<file path="src/rtl/chess_move_controller_if.sv">
// Layout memory bus between chess_move_controller (master) and the
// 64-square layout store (slave). RdData is valid the cycle after RdEn.
interface chess_move_controller_if #(
    parameter int IDX_W   = 6,
    parameter int PIECE_W = 4
);
    logic               RdEn;
    logic [IDX_W-1:0]   RdAddr;
    logic [PIECE_W-1:0] RdData;
    logic               WrEn;
    logic [IDX_W-1:0]   WrAddr;
    logic [PIECE_W-1:0] WrData;

    modport master (
        output RdEn, RdAddr, WrEn, WrAddr, WrData,
        input  RdData
    );

    modport slave (
        input  RdEn, RdAddr, WrEn, WrAddr, WrData,
        output RdData
    );
endinterface

</file>
<file path="src/rtl/chess_move_controller.sv">
// Move sequencer for the 64-square layout store: source select, destination
// select, then an atomic two-write commit (destination, then clear source).
// Owns the side-to-move flag and checks colour ownership only.
// Optional macro CAPTURE_COUNT_EN enables per-side saturating capture counters;
// when undefined, WhiteCaptures/BlackCaptures are tied to zero.
module chess_move_controller #(
    parameter int IDX_W   = 6,
    parameter int PIECE_W = 4,
    parameter int CNT_W   = 4
) (
    input  logic                 OutClock,
    input  logic                 resetApp,
    input  logic                 SelectKey,
    input  logic                 CancelKey,
    input  logic [IDX_W-1:0]     CursorIdx,
    input  logic                 GameActive,
    chess_move_controller_if.master layoutBus,
    output logic                 Turn,
    output logic                 SrcValid,
    output logic [IDX_W-1:0]     SrcIdx,
    output logic                 MoveDone,
    output logic                 MoveReject,
    output logic [CNT_W-1:0]     WhiteCaptures,
    output logic [CNT_W-1:0]     BlackCaptures
);

    typedef enum logic [3:0] {
        IDLE, RD_SRC, CHK_SRC, SRC_HELD, RD_DST, CHK_DST, WR_DST, WR_SRC, DONE
    } stateT;

    stateT state, nextState;

    logic               selPrev, canPrev;
    logic               selEvt, canEvt;
    logic [IDX_W-1:0]   candIdx;
    logic [PIECE_W-1:0] heldPiece;
    logic               pieceNonEmpty, pieceOwn;
    logic               rejectNow, latchCand, takeSrc, heldNext;

    // Press events: released on the previous tick, pressed on this one
    assign selEvt        = selPrev & ~SelectKey;
    assign canEvt        = canPrev & ~CancelKey;
    assign pieceNonEmpty = |layoutBus.RdData;
    assign pieceOwn      = pieceNonEmpty && (layoutBus.RdData[PIECE_W-1] == Turn);

    // State register
    always_ff @(posedge OutClock or posedge resetApp) begin
        if (resetApp) state <= IDLE;
        else          state <= nextState;
    end

    // Next-state decode and Moore bus strobes
    always_comb begin
        nextState         = state;
        rejectNow         = 1'b0;
        layoutBus.RdEn    = 1'b0;
        layoutBus.RdAddr  = '0;
        layoutBus.WrEn    = 1'b0;
        layoutBus.WrAddr  = '0;
        layoutBus.WrData  = '0;
        MoveDone          = 1'b0;
        unique case (state)
            IDLE:     if (GameActive && selEvt && !canEvt) nextState = RD_SRC;
            RD_SRC: begin
                layoutBus.RdEn   = 1'b1;
                layoutBus.RdAddr = candIdx;
                nextState        = GameActive ? CHK_SRC : IDLE;
            end
            CHK_SRC: begin
                if (GameActive && pieceOwn) nextState = SRC_HELD;
                else                        nextState = IDLE;
                rejectNow = GameActive && !pieceOwn;
            end
            SRC_HELD: begin
                if (!GameActive || canEvt) nextState = IDLE;
                else if (selEvt)           nextState = RD_DST;
            end
            RD_DST: begin
                layoutBus.RdEn   = 1'b1;
                layoutBus.RdAddr = candIdx;
                nextState        = GameActive ? CHK_DST : IDLE;
            end
            CHK_DST: begin
                if (!GameActive || candIdx == SrcIdx) nextState = IDLE;
                else if (pieceOwn)                    nextState = SRC_HELD;
                else                                  nextState = WR_DST;
            end
            WR_DST: begin
                layoutBus.WrEn   = 1'b1;
                layoutBus.WrAddr = candIdx;
                layoutBus.WrData = heldPiece;
                nextState        = WR_SRC;
            end
            WR_SRC: begin
                layoutBus.WrEn   = 1'b1;
                layoutBus.WrAddr = SrcIdx;
                nextState        = DONE;
            end
            DONE: begin
                MoveDone  = 1'b1;
                nextState = IDLE;
            end
            default:  nextState = IDLE;
        endcase
    end

    assign latchCand = ((state == IDLE) && (nextState == RD_SRC)) ||
                       ((state == SRC_HELD) && (nextState == RD_DST));
    assign takeSrc   = ((state == CHK_SRC) || (state == CHK_DST)) && (nextState == SRC_HELD);
    assign heldNext  = nextState inside {SRC_HELD, RD_DST, CHK_DST, WR_DST, WR_SRC};

    // Key history, held source, candidate square, turn and reject pulse
    always_ff @(posedge OutClock or posedge resetApp) begin
        if (resetApp) begin
            selPrev    <= 1'b1;
            canPrev    <= 1'b1;
            candIdx    <= '0;
            SrcIdx     <= '0;
            heldPiece  <= '0;
            SrcValid   <= 1'b0;
            MoveReject <= 1'b0;
            Turn       <= 1'b0;
        end else begin
            selPrev    <= SelectKey;
            canPrev    <= CancelKey;
            SrcValid   <= heldNext;
            MoveReject <= rejectNow;
            if (latchCand) candIdx <= CursorIdx;
            if (takeSrc) begin
                SrcIdx    <= candIdx;
                heldPiece <= layoutBus.RdData;
            end
            if (state == DONE) Turn <= ~Turn;
        end
    end

`ifdef CAPTURE_COUNT_EN
    logic captureFlag;

    // Capture flag from destination check; mover's counter bumps in DONE (Turn not yet toggled)
    always_ff @(posedge OutClock or posedge resetApp) begin
        if (resetApp) begin
            captureFlag   <= 1'b0;
            WhiteCaptures <= '0;
            BlackCaptures <= '0;
        end else begin
            if ((state == CHK_DST) && (nextState == WR_DST)) captureFlag <= pieceNonEmpty;
            if ((state == DONE) && captureFlag) begin
                if (!Turn && (WhiteCaptures != '1)) WhiteCaptures <= WhiteCaptures + CNT_W'(1);
                if ( Turn && (BlackCaptures != '1)) BlackCaptures <= BlackCaptures + CNT_W'(1);
            end
        end
    end
`else
    assign WhiteCaptures = '0;
    assign BlackCaptures = '0;
`endif

endmodule

</file>
<file path="src/flat_wrapper.sv">
// flat-port wrapper written by rule: the top's interface ports become plain ports
module chess_move_controller_flat 
#(
    parameter int IDX_W   = 6,
    parameter int PIECE_W = 4,
    parameter int CNT_W   = 4
)
  (OutClock, resetApp, SelectKey, CancelKey, CursorIdx, GameActive, Turn, SrcValid, SrcIdx, MoveDone, MoveReject, WhiteCaptures, BlackCaptures, layoutBus_RdEn, layoutBus_RdAddr, layoutBus_WrEn, layoutBus_WrAddr, layoutBus_WrData, layoutBus_RdData);
  chess_move_controller_if #(.IDX_W(IDX_W), .PIECE_W(PIECE_W)) layoutBus_i ();
  input  logic OutClock;
  input  logic resetApp;
  input  logic SelectKey;
  input  logic CancelKey;
  input  logic [IDX_W-1:0] CursorIdx;
  input  logic GameActive;
  output logic Turn;
  output logic SrcValid;
  output logic [IDX_W-1:0] SrcIdx;
  output logic MoveDone;
  output logic MoveReject;
  output logic [CNT_W-1:0] WhiteCaptures;
  output logic [CNT_W-1:0] BlackCaptures;
  output wire logic [$bits(layoutBus_i.RdEn)-1:0] layoutBus_RdEn;
  output wire logic [$bits(layoutBus_i.RdAddr)-1:0] layoutBus_RdAddr;
  output wire logic [$bits(layoutBus_i.WrEn)-1:0] layoutBus_WrEn;
  output wire logic [$bits(layoutBus_i.WrAddr)-1:0] layoutBus_WrAddr;
  output wire logic [$bits(layoutBus_i.WrData)-1:0] layoutBus_WrData;
  input wire logic [$bits(layoutBus_i.RdData)-1:0] layoutBus_RdData;
  assign layoutBus_RdEn = layoutBus_i.RdEn;
  assign layoutBus_RdAddr = layoutBus_i.RdAddr;
  assign layoutBus_WrEn = layoutBus_i.WrEn;
  assign layoutBus_WrAddr = layoutBus_i.WrAddr;
  assign layoutBus_WrData = layoutBus_i.WrData;
  assign layoutBus_i.RdData = layoutBus_RdData;
  chess_move_controller #(.IDX_W(IDX_W), .PIECE_W(PIECE_W), .CNT_W(CNT_W)) u_core (.OutClock(OutClock), .resetApp(resetApp), .SelectKey(SelectKey), .CancelKey(CancelKey), .CursorIdx(CursorIdx), .GameActive(GameActive), .layoutBus(layoutBus_i), .Turn(Turn), .SrcValid(SrcValid), .SrcIdx(SrcIdx), .MoveDone(MoveDone), .MoveReject(MoveReject), .WhiteCaptures(WhiteCaptures), .BlackCaptures(BlackCaptures));
endmodule
</file>
<file path="config.mk">
export PLATFORM = sky130hd
export DESIGN_NAME = chess_move_controller_flat
export DESIGN_NICKNAME = d
export VERILOG_FILES = /design/src/rtl/chess_move_controller_if.sv /design/src/rtl/chess_move_controller.sv /design/src/flat_wrapper.sv
export SDC_FILE = /design/constraint.sdc
export NUM_CORES = 1
export LEC_CHECK = 0
export BUFFER_PORTS_ARGS = -buffer_cell sky130_fd_sc_hd__buf_2
export CAP_MARGIN = 20
export CORE_MARGIN = 2
export CORE_UTILIZATION = 49
export CTS_CLUSTER_DIAMETER = 80
export DETAILED_ROUTE_END_ITERATION = 8
export MAX_ROUTING_LAYER = met4
export PLACE_DENSITY = 0.75
export SETUP_SLACK_MARGIN = 0.4
export SLEW_MARGIN = 20
export SYNTH_ARGS = -nofsm -noshare
export SYNTH_HDL_FRONTEND = slang
export SYNTH_SLANG_ARGS = --single-unit
</file>
<file path="constraint.sdc">
create_clock -name OutClock -period 2.45 [get_ports OutClock]
set_input_delay 0.1225 -clock OutClock [delete_from_list [all_inputs] [get_ports OutClock]]
set_output_delay 0.1225 -clock OutClock [all_outputs]
set_load 0.005 [all_outputs]
</file>
* Word level (Yosys, flattened, before mapping)
Index checks and enable logic that the tools add are counted.
W data, S select, Z words.
** Word-level totals
- Register bits :: 25
- Input port bits :: 15
- Output and inout port bits :: 36
- Word-level logic and storage cells :: 66
** Operators by class
- Equal/unequal tests :: 16
- Multiplexer cells :: 16
- Bitwise gates (word level) :: 5
- Reduce and logical (&&, ||, !) cells :: 20
** Operators with widths (count)
- $eq A4 B3 Y1 const B :: 8
- $pmux W4 S8 :: 1
- $mux W4 :: 5
- $eq A4 B2 Y1 const B :: 3
- $pmux W6 S2 :: 1
- $eq A4 B1 Y1 const B :: 2
- $logic_and A1 B1 Y1 :: 8
- $eq A6 B6 Y1 :: 1
- $mux W3 :: 2
- $mux W6 :: 1
- $reduce_bool A5 Y1 :: 1
- $eq A4 B4 Y1 const B :: 1
- $logic_not A4 Y1 :: 1
- $logic_or A1 B1 Y1 :: 4
- $mux W1 :: 4
- $mux W2 :: 2
- $reduce_or A2 Y1 :: 2
- $reduce_or A4 Y1 :: 1
- $logic_not A1 Y1 :: 3
- $not A1 Y1 :: 3
- $and A1 B1 Y1 :: 2
- $eq A1 B1 Y1 :: 1

* Longest topological paths before layout
Gate-level depths: netlist (run 1).
- Depth in word-level cells :: 9
- Gate-level depth with buffers :: 8
- Gate-level depth less buffers :: 6

* Worst setup path after synthesis (run 1)
OpenSTA, ideal clock, no wires.
- Path kind :: reg-to-reg
- Start :: reg u_core.state[0]
- End :: reg u_core.SrcIdx[0]
- Library setup time :: 0.125 ns
- Arrival time :: 1.895 ns
- Data required time :: 2.325 ns
- Slack :: 0.430 ns
- Stages on the path, launching flop included :: 9
- Path buffers :: 2
- Period minus slack after synthesis :: 2.020 ns
- Cell sequence :: dfrtp_1 > buf_6 > or4b_4 > o21ai_2 > a21oi_2 > a221oi_2 > nand2_1 > buf_6 > mux2_4
** On the way
- Longest elaborated chain between the ends :: 5
- Elaborated cells on any way between the ends :: 15
- Those cells by class :: 8 x eq/ne; 4 x mux; 3 x reduce/logical
** RTL lines
- from (decl) :: line chess_move_controller.sv:31 : stateT state, nextState;
- from (signal assigned) :: line chess_move_controller.sv:49 : else state <= nextState;
- $mux W4 :: line chess_move_controller.sv:76 : else if (selEvt) nextState = RD_DST;
- $mux W4 :: line chess_move_controller.sv:75 : if (!GameActive || canEvt) nextState = IDLE;
- $pmux W4 S8 :: line chess_move_controller.sv:62 : unique case (state)
- $eq A4 B2 Y1 :: line chess_move_controller.sv:109 : assign takeSrc = ((state == CHK_SRC) || (state == CHK_DST)) && (nextState == SRC_HELD);
- $logic_and A1 B1 Y1 * :: line chess_move_controller.sv:109
- to (signal assigned) :: line chess_move_controller.sv:130 : SrcIdx <= candIdx;
- to (decl) :: line chess_move_controller.sv:20 : output logic [IDX_W-1:0] SrcIdx,
Every way passes the cells marked *; elsewhere a longest branch is shown, timed or not.
A chain may end at the register's enable or synchronous reset.

* Final worst setup path (run 1)
- Start :: reg u_core.state[0]
- End :: reg u_core.heldPiece[3]
** On the way
- Longest elaborated chain between the ends :: 5
- Elaborated cells on any way between the ends :: 15
- Those cells by class :: 8 x eq/ne; 4 x mux; 3 x reduce/logical
** RTL lines
- $mux W4 :: line chess_move_controller.sv:76
- $mux W4 :: line chess_move_controller.sv:75
- $pmux W4 S8 :: line chess_move_controller.sv:62
- $eq A4 B2 Y1 :: line chess_move_controller.sv:109
- $logic_and A1 B1 Y1 * :: line chess_move_controller.sv:109
- to (signal assigned) :: line chess_move_controller.sv:131 : heldPiece <= layoutBus.RdData;
- to (decl) :: line chess_move_controller.sv:36 : logic [PIECE_W-1:0] heldPiece;
Marked as above.

==> run summary, run 1 <==
* outcome: finished, violations left
* violated checks: design-rule violations, negative hold slack
* Overflow after GRT: 0
* post-route core utilization: 64.6%
* Final Slew Violations: 0
* number of rows in the core area: 19
* number of sinks on the clock net: 25
* wire length of the first global-routing pass: 5120 microns
* ANT nets after route: 0
* total power after layout: 839 uW
* maximum level of the CTS H-tree: 1
* Lkg Pwr: 0.950 nW
* Setup-failing EPs final: 0
* die height: 58.8 microns
* synth top area cells: sky130_fd_sc_hd__dfrtp_1, sky130_fd_sc_hd__mux2_4, sky130_fd_sc_hd__mux2_2
* type of the worst min-delay path: input pin to async pin
* hold violation count in the final report: 14
* slew at the pin closest to its max-slew limit: 0.942 ns
* placeable core region: 2810 sq um
* Worst IR Drop VDD: 249 uV
* CP startpoint kind: flip-flop
* horizontal die dimension: 58.8 microns
* Post-synth top cells: sky130_fd_sc_hd__dfrtp_1, sky130_fd_sc_hd__nor2_1, sky130_fd_sc_hd__and2_1, sky130_fd_sc_hd__buf_4, sky130_fd_sc_hd__mux2_4
* number of buffers created by CTS: 3
* clock latency reported for the late side of the worst-skew pair: 0.31 ns
* Post-synth ARST share: 100%
* post-DR vias/cell: 5.10
* Post-Syn Area: 1470 sq um
* antenna diode instance count: 0
* number of library cell types mapped by synthesis: 39
* combinational cell fraction of total power: 19.3%
* vias post-DR: 1096
* most instantiated library cell after synthesis: sky130_fd_sc_hd__dfrtp_1
* sort of element at the end of the critical path: flip-flop
* combined flip-flop and latch cell area: 633 sq um
* number of maximum-capacitance violations: 0
* series of cell instances along the critical path: or4b_4 > o21ai_4 > a21oi_2 > a221oi_2 > nand2_1 > buf_8 > mux2_4
* DP Cell Count: 204
* top-level port count: 51
* critical-path cell with the highest stage delay: sky130_fd_sc_hd__or4b_4
* largest buffer count on any clock path: 2
* Syn Inst Count: 132
* area growth from synthesis to final layout: 23.0%
* fmax: 478 MHz
* TritonCTS clock tree: yes
* final worst path period share: 85.3%
* fraction of post-synthesis cell area in the top cell type by area: 39.0%
* clock transition time at the flip-flop clock pins of the worst setup and hold paths: 0.14 ns
* Final Instance Count excl. Fillers: 215
* part of the power in registers: 58.9%
* sequential element share of the synthesized area: 42.6%
* Sw Share: 28.3%
* first drt pass iteration count: 6
* Clock power frac: 21.8%
* Min Clock Period, post-route: 2.09 ns
* biggest fanout along the worst timing path: 11
* area of the multi-input gates: 787 sq um
* clock skew after layout: 0.0116 ns
* warnings from Yosys: 0
* vias in the first global route: 1119
* internal power contribution: 602 uW
* fraction of layout cells with a size suffix above 1: 47.8%
* ratio of total power to cell area: 463 nW/um^2
* overall die area: 3460 sq um
* number of buffers inserted by port buffering: 42
* pin count of the biggest net entering global routing: 26
* post-detailed-routing wire length: 3130 microns
* final setup TNS: 0 ns
* Clock Root Buffer: sky130_fd_sc_hd__clkbuf_4
* largest area contributor in the synthesized netlist: sky130_fd_sc_hd__dfrtp_1
* GRT Overall Usage: 19.7%
* HPWL after DPL: 2220 microns
* Worst Path Class, Setup: flip-flop to flip-flop
* Final Wtd Congestion: 0.844
* Starting Density: 52.5%
* worst path required time: 2.66 ns
* tightest slew margin relative to the limit: 37.2%
* number of enable flip-flop cells after synthesis: 0
* average wire length per cell after detail routing: 14.6 microns
* Initial DRC Count: 38
* final net count: 200
* setup repair after global routing missed its margin: true
* switching power: 238 uW
* Critical Path AT: 2.30 ns
* Largest stage delay, worst path: 0.54 ns
* post-detailed-route DRC marker count: 5
* number of filler instances in the final layout: 251
* Yosys reg bits: 25
* Mapped Avg Cell Area: 11.2 sq um
* initial antenna violation count: 0
* worst hold slack: -0.00752 ns
* Primary FF master, synth: sky130_fd_sc_hd__dfrtp_1
## cells in the final DEF, fill, tap and decap left out, types with 2 or more instances in the layout
master                          netlist  layout
sky130_fd_sc_hd__a21oi_2              1       2
sky130_fd_sc_hd__and2_1              11      11
sky130_fd_sc_hd__buf_2                1      42
sky130_fd_sc_hd__buf_4                9       8
sky130_fd_sc_hd__clkbuf_4             0       3
sky130_fd_sc_hd__conb_1               1       8
sky130_fd_sc_hd__dfrtp_1             23      19
sky130_fd_sc_hd__dfrtp_2              0       4
sky130_fd_sc_hd__dfstp_2              2       2
sky130_fd_sc_hd__dlygate4sd3_1        0       3
sky130_fd_sc_hd__inv_1                3       3
sky130_fd_sc_hd__mux2_2               7       7
sky130_fd_sc_hd__mux2_4               9       9
sky130_fd_sc_hd__mux2i_1              6       6
sky130_fd_sc_hd__nand2_1              4       4
sky130_fd_sc_hd__nand3b_1             3       3
sky130_fd_sc_hd__nor2_1              12      11
sky130_fd_sc_hd__nor2b_1              3       2
sky130_fd_sc_hd__nor3_1               2       2
sky130_fd_sc_hd__nor4b_1              2       2
sky130_fd_sc_hd__xnor2_1              6       6
sky130_fd_sc_hd__xor2_1               4       4
## sequential cells by signal (all words and copies together) (netlist names)
name,cells
u_core.SrcIdx,6
u_core.candIdx,6
u_core.heldPiece,4
u_core.state,4
u_core.MoveReject,1
u_core.SrcValid,1
u_core.Turn,1
u_core.canPrev,1
u_core.selPrev,1
## stage by stage
step                worst slack, ns  hold WS (ns)  instance area, sq um
finish                        0.359      -0.00752                  1810
global route                  0.285        0.0112                  1810
CTS                           0.383        0.0193                  1770
detailed placement            0.292         0.246                  1680
global placement              0.337         0.242                  1680
floorplan                     0.430         0.127                  1500
## repair_timing
action / 4_1_cts / 5_1_grt
cloned: 0 / 0
hold buffers: 2 / 1
resized for setup: 5 / 8
pin swaps: 0 / 1
buffers inserted: 4 / 0
endpoints found under the setup margin: 10 / 10
endpoints found under the hold margin: 2 / 1
## per-layer routing
metal | track usage (%) | vias up | part of all wire, % | routed length (microns)
met5 | - | - | 0 | 0
met4 | 4.87 | 0 | 0.54 | 17
met3 | 1.98 | 2 | 5.1 | 160
met2 | 31.1 | 37 | 49 | 1540
met1 | 27.4 | 517 | 45 | 1420
li1 | - | 540 | - | -
## worst max-delay path: cells and delay by family, from the launching register on
family / cells / cell delay, ns
simple gates: 2 / 0.65
flops: 1 / 0.47
compound gates: 3 / 0.40
mux: 1 / 0.30
buf+inv: 1 / 0.16
## cells by family after synthesis
| kind of cell | count (synthesis) | share of synthesized area [%] |
|---|---|---|
| flip-flops | 25 | 42.6 |
| multiplexers | 22 | 18.6 |
| AO/OA/AOI/OAI | 11 | 5.69 |
| XOR/XNOR | 10 | 5.94 |
| other | 1 | 0.254 |
| AND/OR/NAND/NOR | 47 | 18.9 |
| buffers and inverters | 16 | 7.98 |
## path summary, 6_finish.rpt
kind	from	end	slack, ns	depth (start not counted)
max	u_core.state[0]	u_core.heldPiece[3]	0.36	7
min	resetApp	u_core.heldPiece[0]	-0.008	2
min reg2reg	u_core.Turn	u_core.Turn	0.52	1
max reg2reg	u_core.state[0]	u_core.heldPiece[3]	0.36	7
max in group asynchronous	resetApp	u_core.state[1]	1.81	2
min in group OutClock	CursorIdx[0]	u_core.candIdx[0]	0.03	2
## area by class of cell
class	instances	share of cell area, %
multi-input combinational	98	43.4
sequential	25	34.9
timing repair buffer	54	17.4
tap	31	2.14
clock buffer	3	1.24
inverter	3	0.621
clock inverter	1	0.276
## power groups by stage
stage	clock [mW]	combinational, mW	sequential [mW]
after global placement	0	0.145	0.500
after global routing	0.214	0.182	0.502
final	0.183	0.162	0.495
after CTS	0.190	0.159	0.495
after detailed placement	0	0.152	0.503
after floorplan	0	0.124	0.490
Note: power is estimated with default switching activity, not from simulation.
==> run 2: changes to the inputs <==
Settings changed: RECOVER_POWER set to 25.
==> run 2 against run 1 <==
Against the previous run: the run still ends with design-rule violations, negative hold slack left; largest power group unchanged; clock power is essentially flat; hold slack did not move; critical endpoint unchanged; setup slack unchanged; non-clock buffer count is the same.
==> run summary, run 2 (synthesized netlist as in run 1, its figures left out) <==
* outcome: finished, violations left
* violated checks: design-rule violations, negative hold slack
* vias in the first global route: 1119, unchanged
* area of the multi-input gates: 787 sq um, unchanged
* GRT Overall Usage: 19.7%, unchanged
* Lkg Pwr: 0.945 nW, -0.58%
* Worst Path Class, Setup: flip-flop to flip-flop
* type of the worst min-delay path: input pin to async pin
* tightest slew margin relative to the limit: 37.2%, unchanged
* biggest fanout along the worst timing path: 11, unchanged
* finished layout cell area: 1810 sq um, -0.14%
* number of buffers inserted by port buffering: 42, unchanged
* TritonCTS clock tree: yes
* wire length of the first global-routing pass: 5120 microns, unchanged
* setup repair after global routing missed its margin: true
* final net count: 200, unchanged
* combined flip-flop and latch cell area: 633 sq um, unchanged
* sort of element at the end of the critical path: flip-flop
* Setup-failing EPs final: 0, unchanged
* ratio of total power to cell area: 463 nW/um^2, about the same
* Starting Density: 52.5%, unchanged
* post-route core utilization: 64.5%, -0.089 points
* Setup WS post-layout: 0.359 ns, unchanged
* Critical Path AT: 2.30 ns, about the same
* CP startpoint kind: flip-flop
* Min Clock Period, post-route: 2.09 ns, unchanged
* clock latency reported for the late side of the worst-skew pair: 0.31 ns, about the same
* slew at the pin closest to its max-slew limit: 0.942 ns, unchanged
* largest buffer count on any clock path: 2, unchanged
* final setup TNS: 0 ns, unchanged
* HPWL after DPL: 2220 microns, unchanged
* worst path required time: 2.66 ns, about the same
* hold violation count in the final report: 14, unchanged
* maximum level of the CTS H-tree: 1, unchanged
* ANT nets after route: 0, unchanged
* number of buffers created by CTS: 3, unchanged
* most common cell after layout, fill and taps aside: sky130_fd_sc_hd__buf_2
* worst-case setup slack after placement: 0.292 ns, unchanged
* largest registers: u_core.SrcIdx: 6 flops, u_core.candIdx: 6 flops
* clock skew after layout: 0.0116 ns, unchanged
* post-place instance area: 1680 sq um, unchanged
* die height: 58.8 microns, unchanged
* placeable core region: 2810 sq um, unchanged
* Clock Root Buffer: sky130_fd_sc_hd__clkbuf_4
* pin count of the biggest net entering global routing: 26, unchanged
* most frequent cells in the layout: sky130_fd_sc_hd__buf_2, sky130_fd_sc_hd__dfrtp_1, sky130_fd_sc_hd__nor2_1, sky130_fd_sc_hd__and2_1, sky130_fd_sc_hd__mux2_4
* post-detailed-route DRC marker count: 5, unchanged
* Overflow after GRT: 0, unchanged
* vias post-DR: 1095, -0.091%
* horizontal die dimension: 58.8 microns, unchanged
* worst hold slack: -0.00752 ns, unchanged
* number of filler instances in the final layout: 250, -0.40%
* Final Slew Violations: 0, unchanged
* post-detailed-routing wire length: 3130 microns, about the same
* post-DR vias/cell: 5.09, about the same
* number of rows in the core area: 19, unchanged
* antenna diode instance count: 0, unchanged
* final worst path period share: 85.3%, unchanged
* fraction of layout cells with a size suffix above 1: 46.7%, -1.1 points
* overall die area: 3460 sq um, unchanged
* number of maximum-capacitance violations: 0, unchanged
* Initial DRC Count: 39, +2.6%
* Worst IR Drop VDD: 249 uV, about the same
* Final Wtd Congestion: 0.844, unchanged
* initial antenna violation count: 0, unchanged
* area growth from synthesis to final layout: 22.8%
* average wire length per cell after detail routing: 14.6 microns, about the same
* number of sinks on the clock net: 25, unchanged
* clock transition time at the flip-flop clock pins of the worst setup and hold paths: 0.14 ns, about the same
* first drt pass iteration count: 6, unchanged
* fmax: 478 MHz, unchanged
* top-level port count: 51, unchanged
-- run 2: repair_timing --
item	CTS	global route
buffers inserted	4	0
pin swaps	0	1
endpoints found under the hold margin	2	1
hold buffers	2	1
endpoints found under the setup margin	10	10
resized for setup	5	8
-- run 2: worst paths after layout --
path,from,endpoint,slack [ns],cells after the start
worst max-delay path,u_core.state[0],u_core.heldPiece[3],0.36,7
worst min-delay path,resetApp,u_core.heldPiece[0],-0.008,2
worst max register to register,u_core.state[0],u_core.heldPiece[3],0.36,7
worst min register to register,u_core.Turn,u_core.Turn,0.52,1
max in group asynchronous,resetApp,u_core.state[1],1.81,2
min in group OutClock,CursorIdx[0],u_core.candIdx[0],0.03,2
-- run 2: critical path: stages, from the launching register on --
cell and delay (ns):
sky130_fd_sc_hd__dfrtp_2 0.47, sky130_fd_sc_hd__or4b_4 0.54, sky130_fd_sc_hd__o21ai_4 0.09, sky130_fd_sc_hd__a21oi_2 0.09, sky130_fd_sc_hd__a221oi_2 0.22, sky130_fd_sc_hd__nand2_1 0.11
sky130_fd_sc_hd__buf_8 0.16, sky130_fd_sc_hd__mux2_4 0.30
-- run 2: final cells by class --
| type | instances | share of cell area [%] |
|---|---|---|
| multi-input combinational | 98 | 43.5 |
| sequential | 25 | 35.0 |
| timing repair buffer | 54 | 17.3 |
| tap | 31 | 2.14 |
| clock buffer | 3 | 1.24 |
| inverter | 3 | 0.622 |
| clock inverter | 1 | 0.276 |
-- run 2: power by group --
group / switching, mW / internal, mW / total [mW]
combinational: 0.0719 / 0.0898 / 0.162
sequential: 0.0440 / 0.450 / 0.495
clock: 0.122 / 0.0609 / 0.183
-- run 2: metal layers --
metal / global-route usage (%) / vias to the layer above / share of wire (%)
met5: - / - / 0
met2: 31.1 / 37 / 49
met1: 27.4 / 516 / 45
li1: - / 540 / -
met3: 1.98 / 2 / 5.1
met4: 4.87 / 0 / 0.54
-- run 2: metrics by stage --
| stage | power [mW] | cells |
|---|---|---|
| final | 0.839 | 215 |
| after global routing | 0.898 | 215 |
| after CTS | 0.844 | 214 |
| after detailed placement | 0.655 | 204 |
| after global placement | 0.645 | 204 |
| after floorplan | 0.613 | 139 |
==> run 3: changes to the inputs <==
Settings changed: CORE_UTILIZATION 49 to 26, PLACE_DENSITY 0.75 to 0.44.
Clock period 2.45 ns to 2.2 ns, I/O delays scaled along.
==> run 3 against run 2 <==
Against the previous run: the flow now finishes without violations; final cell count rose by 21%; fmax grew 1.4%; sequential share of layout area decreased by 1.7 points; count of clock-buffer cells in the layout did not move; critical path type unchanged; highest routed layer unchanged.
==> run summary, run 3 (synthesized netlist as in run 1, its figures left out) <==
* number of maximum-capacitance violations: 0, unchanged
* maximum level of the CTS H-tree: 1, unchanged
* most frequent cells in the layout: sky130_fd_sc_hd__buf_2, sky130_fd_sc_hd__dfrtp_1, sky130_fd_sc_hd__nor2_1, sky130_fd_sc_hd__buf_4, sky130_fd_sc_hd__and2_1
* Largest stage delay, worst path: 0.53 ns, about the same
* number of buffers created by CTS: 3, unchanged
* clock transition time at the flip-flop clock pins of the worst setup and hold paths: 0.09 ns, -0.05 ns
* post-DR vias/cell: 4.31, -15%
* total power after layout: 1.01 mW, +20%
* placeable core region: 5510 sq um, +96%
* number of sinks on the clock net: 25, unchanged
* critical-path cell with the highest stage delay: sky130_fd_sc_hd__or4b_4
* Overflow after GRT: 0, unchanged
* Final Slew Violations: 0, unchanged
* series of cell instances along the critical path: or4b_4 > o21ai_2 > a21oi_2 > a221oi_2 > nand2_1 > buf_6 > mux2_4
* sort of element at the end of the critical path: flip-flop
* top-level port count: 51, unchanged
* largest buffer count on any clock path: 2, unchanged
* setup repair after global routing missed its margin: true
* Min Clock Period, post-route: 2.06 ns, -0.0282 ns
* Initial DRC Count: 31, -21%
* vias post-DR: 1125, +2.7%
* Starting Density: 26.8%, -26 points
* area of the multi-input gates: 772 sq um, -1.9%
* area growth from synthesis to final layout: 28.4%
* HPWL after DPL: 2610 microns, +18%
* GRT Overall Usage: 11.9%, -7.8 points
* average wire length per cell after detail routing: 13.0 microns, -11%
* Lkg Pwr: 0.974 nW, +3.0%
* instance count along the most critical hold path: 2
* number of buffers inserted by port buffering: 42, unchanged
* most common cell after layout, fill and taps aside: sky130_fd_sc_hd__buf_2
* Worst IR Drop VDD: 239 uV, -3.8%
* combined flip-flop and latch cell area: 631 sq um, -0.40%
* final worst path period share: 93.8%, +8.4 points
* TritonCTS clock tree: yes
* horizontal die dimension: 79.3 microns, +35%
* worst hold slack: 0.0552 ns, +0.0628 ns
* DP Cell Count: 252, +24%
* post-route core utilization: 34.4%, -30 points
* start point of the worst min-delay path: CursorIdx[5]
* worst min-delay path endpoint: u_core.candIdx[5]
* biggest fanout along the worst timing path: 11, unchanged
* antenna diode instance count: 0, unchanged
* vias in the first global route: 1167, +4.3%
* hold violation count in the final report: 0, -14
* tightest slew margin relative to the limit: 7.93%, -29 points
* finished layout cell area: 1890 sq um, +4.6%
* Final Instance Count excl. Fillers: 261, +21%
* CP startpoint kind: flip-flop
* wire length of the first global-routing pass: 5680 microns, +11%
* ANT nets after route: 0, unchanged
* Critical Path AT: 2.23 ns, -0.07 ns
* worst-case setup slack after placement: 0.108 ns, -0.184 ns
* largest registers: u_core.SrcIdx: 6 flops, u_core.candIdx: 6 flops
* worst-case register-to-register setup slack: 0.14 ns, -0.22 ns
* post-place instance area: 1780 sq um, +6.2%
* clock skew after layout: 0.00709 ns, -0.00451 ns
* worst path required time: 2.36 ns, -0.30 ns
* end of the worst register-to-register path: u_core.SrcIdx[3]
* type of the worst min-delay path: input pin to flip-flop
* initial antenna violation count: 0, unchanged
* fmax: 485 MHz, +1.4%
* die height: 79.3 microns, +35%
* pin count of the biggest net entering global routing: 26, unchanged
* Final Wtd Congestion: 0.830, -1.7%
* Setup-failing EPs final: 0, unchanged
* final net count: 205, +2.5%
* fraction of layout cells with a size suffix above 1: 45.5%, -1.2 points
* outcome: complete, no violations
* ratio of total power to cell area: 533 nW/um^2, +15%
* post-detailed-route DRC marker count: 0, -5
* number of filler instances in the final layout: 585, +130%
* Clock Root Buffer: sky130_fd_sc_hd__clkbuf_8
* post-detailed-routing wire length: 3390 microns, +8.4%
* clock latency reported for the late side of the worst-skew pair: 0.28 ns, -0.03 ns
* number of rows in the core area: 27, +8
* Worst Path Class, Setup: flip-flop to flip-flop
* first drt pass iteration count: 4, -2
* Reg2Reg Depth: 7, unchanged
* overall die area: 6290 sq um, +82%
* critical register-to-register path startpoint: u_core.state[0]
* slew at the pin closest to its max-slew limit: 1.38 ns, +0.440 ns
* Setup WS post-layout: 0.137 ns, -0.222 ns
* final setup TNS: 0 ns, unchanged
## run 3: cell count changes in the layout (fill, tap and decap cells not counted), moves of 2 or more
cell,change
sky130_fd_sc_hd__buf_4,+4
sky130_fd_sc_hd__clkbuf_4,-3
sky130_fd_sc_hd__clkbuf_8,+3
sky130_fd_sc_hd__dfrtp_1,+2
sky130_fd_sc_hd__dfrtp_2,-2
## run 3: final cells by class
class	instances	area share (%)
Multi-Input combinational cell	98	40.8
Sequential cell	25	33.3
Timing Repair Buffer	59	18.1
Tap cell	72	4.76
Clock inverter	1	0.264
Inverter	3	0.595
Clock buffer	3	2.18
## run 3: how the worst max path moves through the flow
| stage | from | to | depth (start not counted) |
|---|---|---|---|
| 2_1_floorplan | u_core.state[0] | u_core.SrcIdx[0] | 8 |
| 3_3_place_gp | u_core.state[0] | u_core.heldPiece[2] | 7 |
| 3_5_place_dp | u_core.state[0] | u_core.SrcIdx[5] | 7 |
| 4_1_cts | u_core.selPrev | u_core.SrcIdx[3] | 7 |
| 5_1_grt | u_core.selPrev | u_core.SrcIdx[3] | 7 |
| 6_report | u_core.state[0] | u_core.SrcIdx[3] | 7 |
## run 3: routing by layer
metal | track usage, % | wire length (microns)
met1 | 15.8 | 1540
met4 | 3.10 | 46
met5 | - | 0
met3 | 1.70 | 129
met2 | 19.2 | 1680
## run 3: what timing repair did
action | 4_1_cts | 5_1_grt
endpoints found under the hold margin | 25 | 0
gates resized for setup | 3 | 3
pin swaps | 0 | 1
hold buffers | 3 | 0
endpoints found under the setup margin | 12 | 24
buffers inserted | 1 | 1
## run 3: power breakdown
| group | internal [mW] | leakage, nW | switching, mW | total, mW |
|---|---|---|---|---|
| Clock | 0.127 | 0.0255 | 0.153 | 0.280 |
| Sequential | 0.501 | 0.320 | 0.0498 | 0.551 |
| Combinational | 0.102 | 0.628 | 0.0766 | 0.178 |
## run 3: critical path, delay by kind of cell, from the launching register on
family	cells	cell delay [ns]
simple gates	2	0.62
flops	1	0.45
compound gates	3	0.41
mux	1	0.30
buf+inv	1	0.17
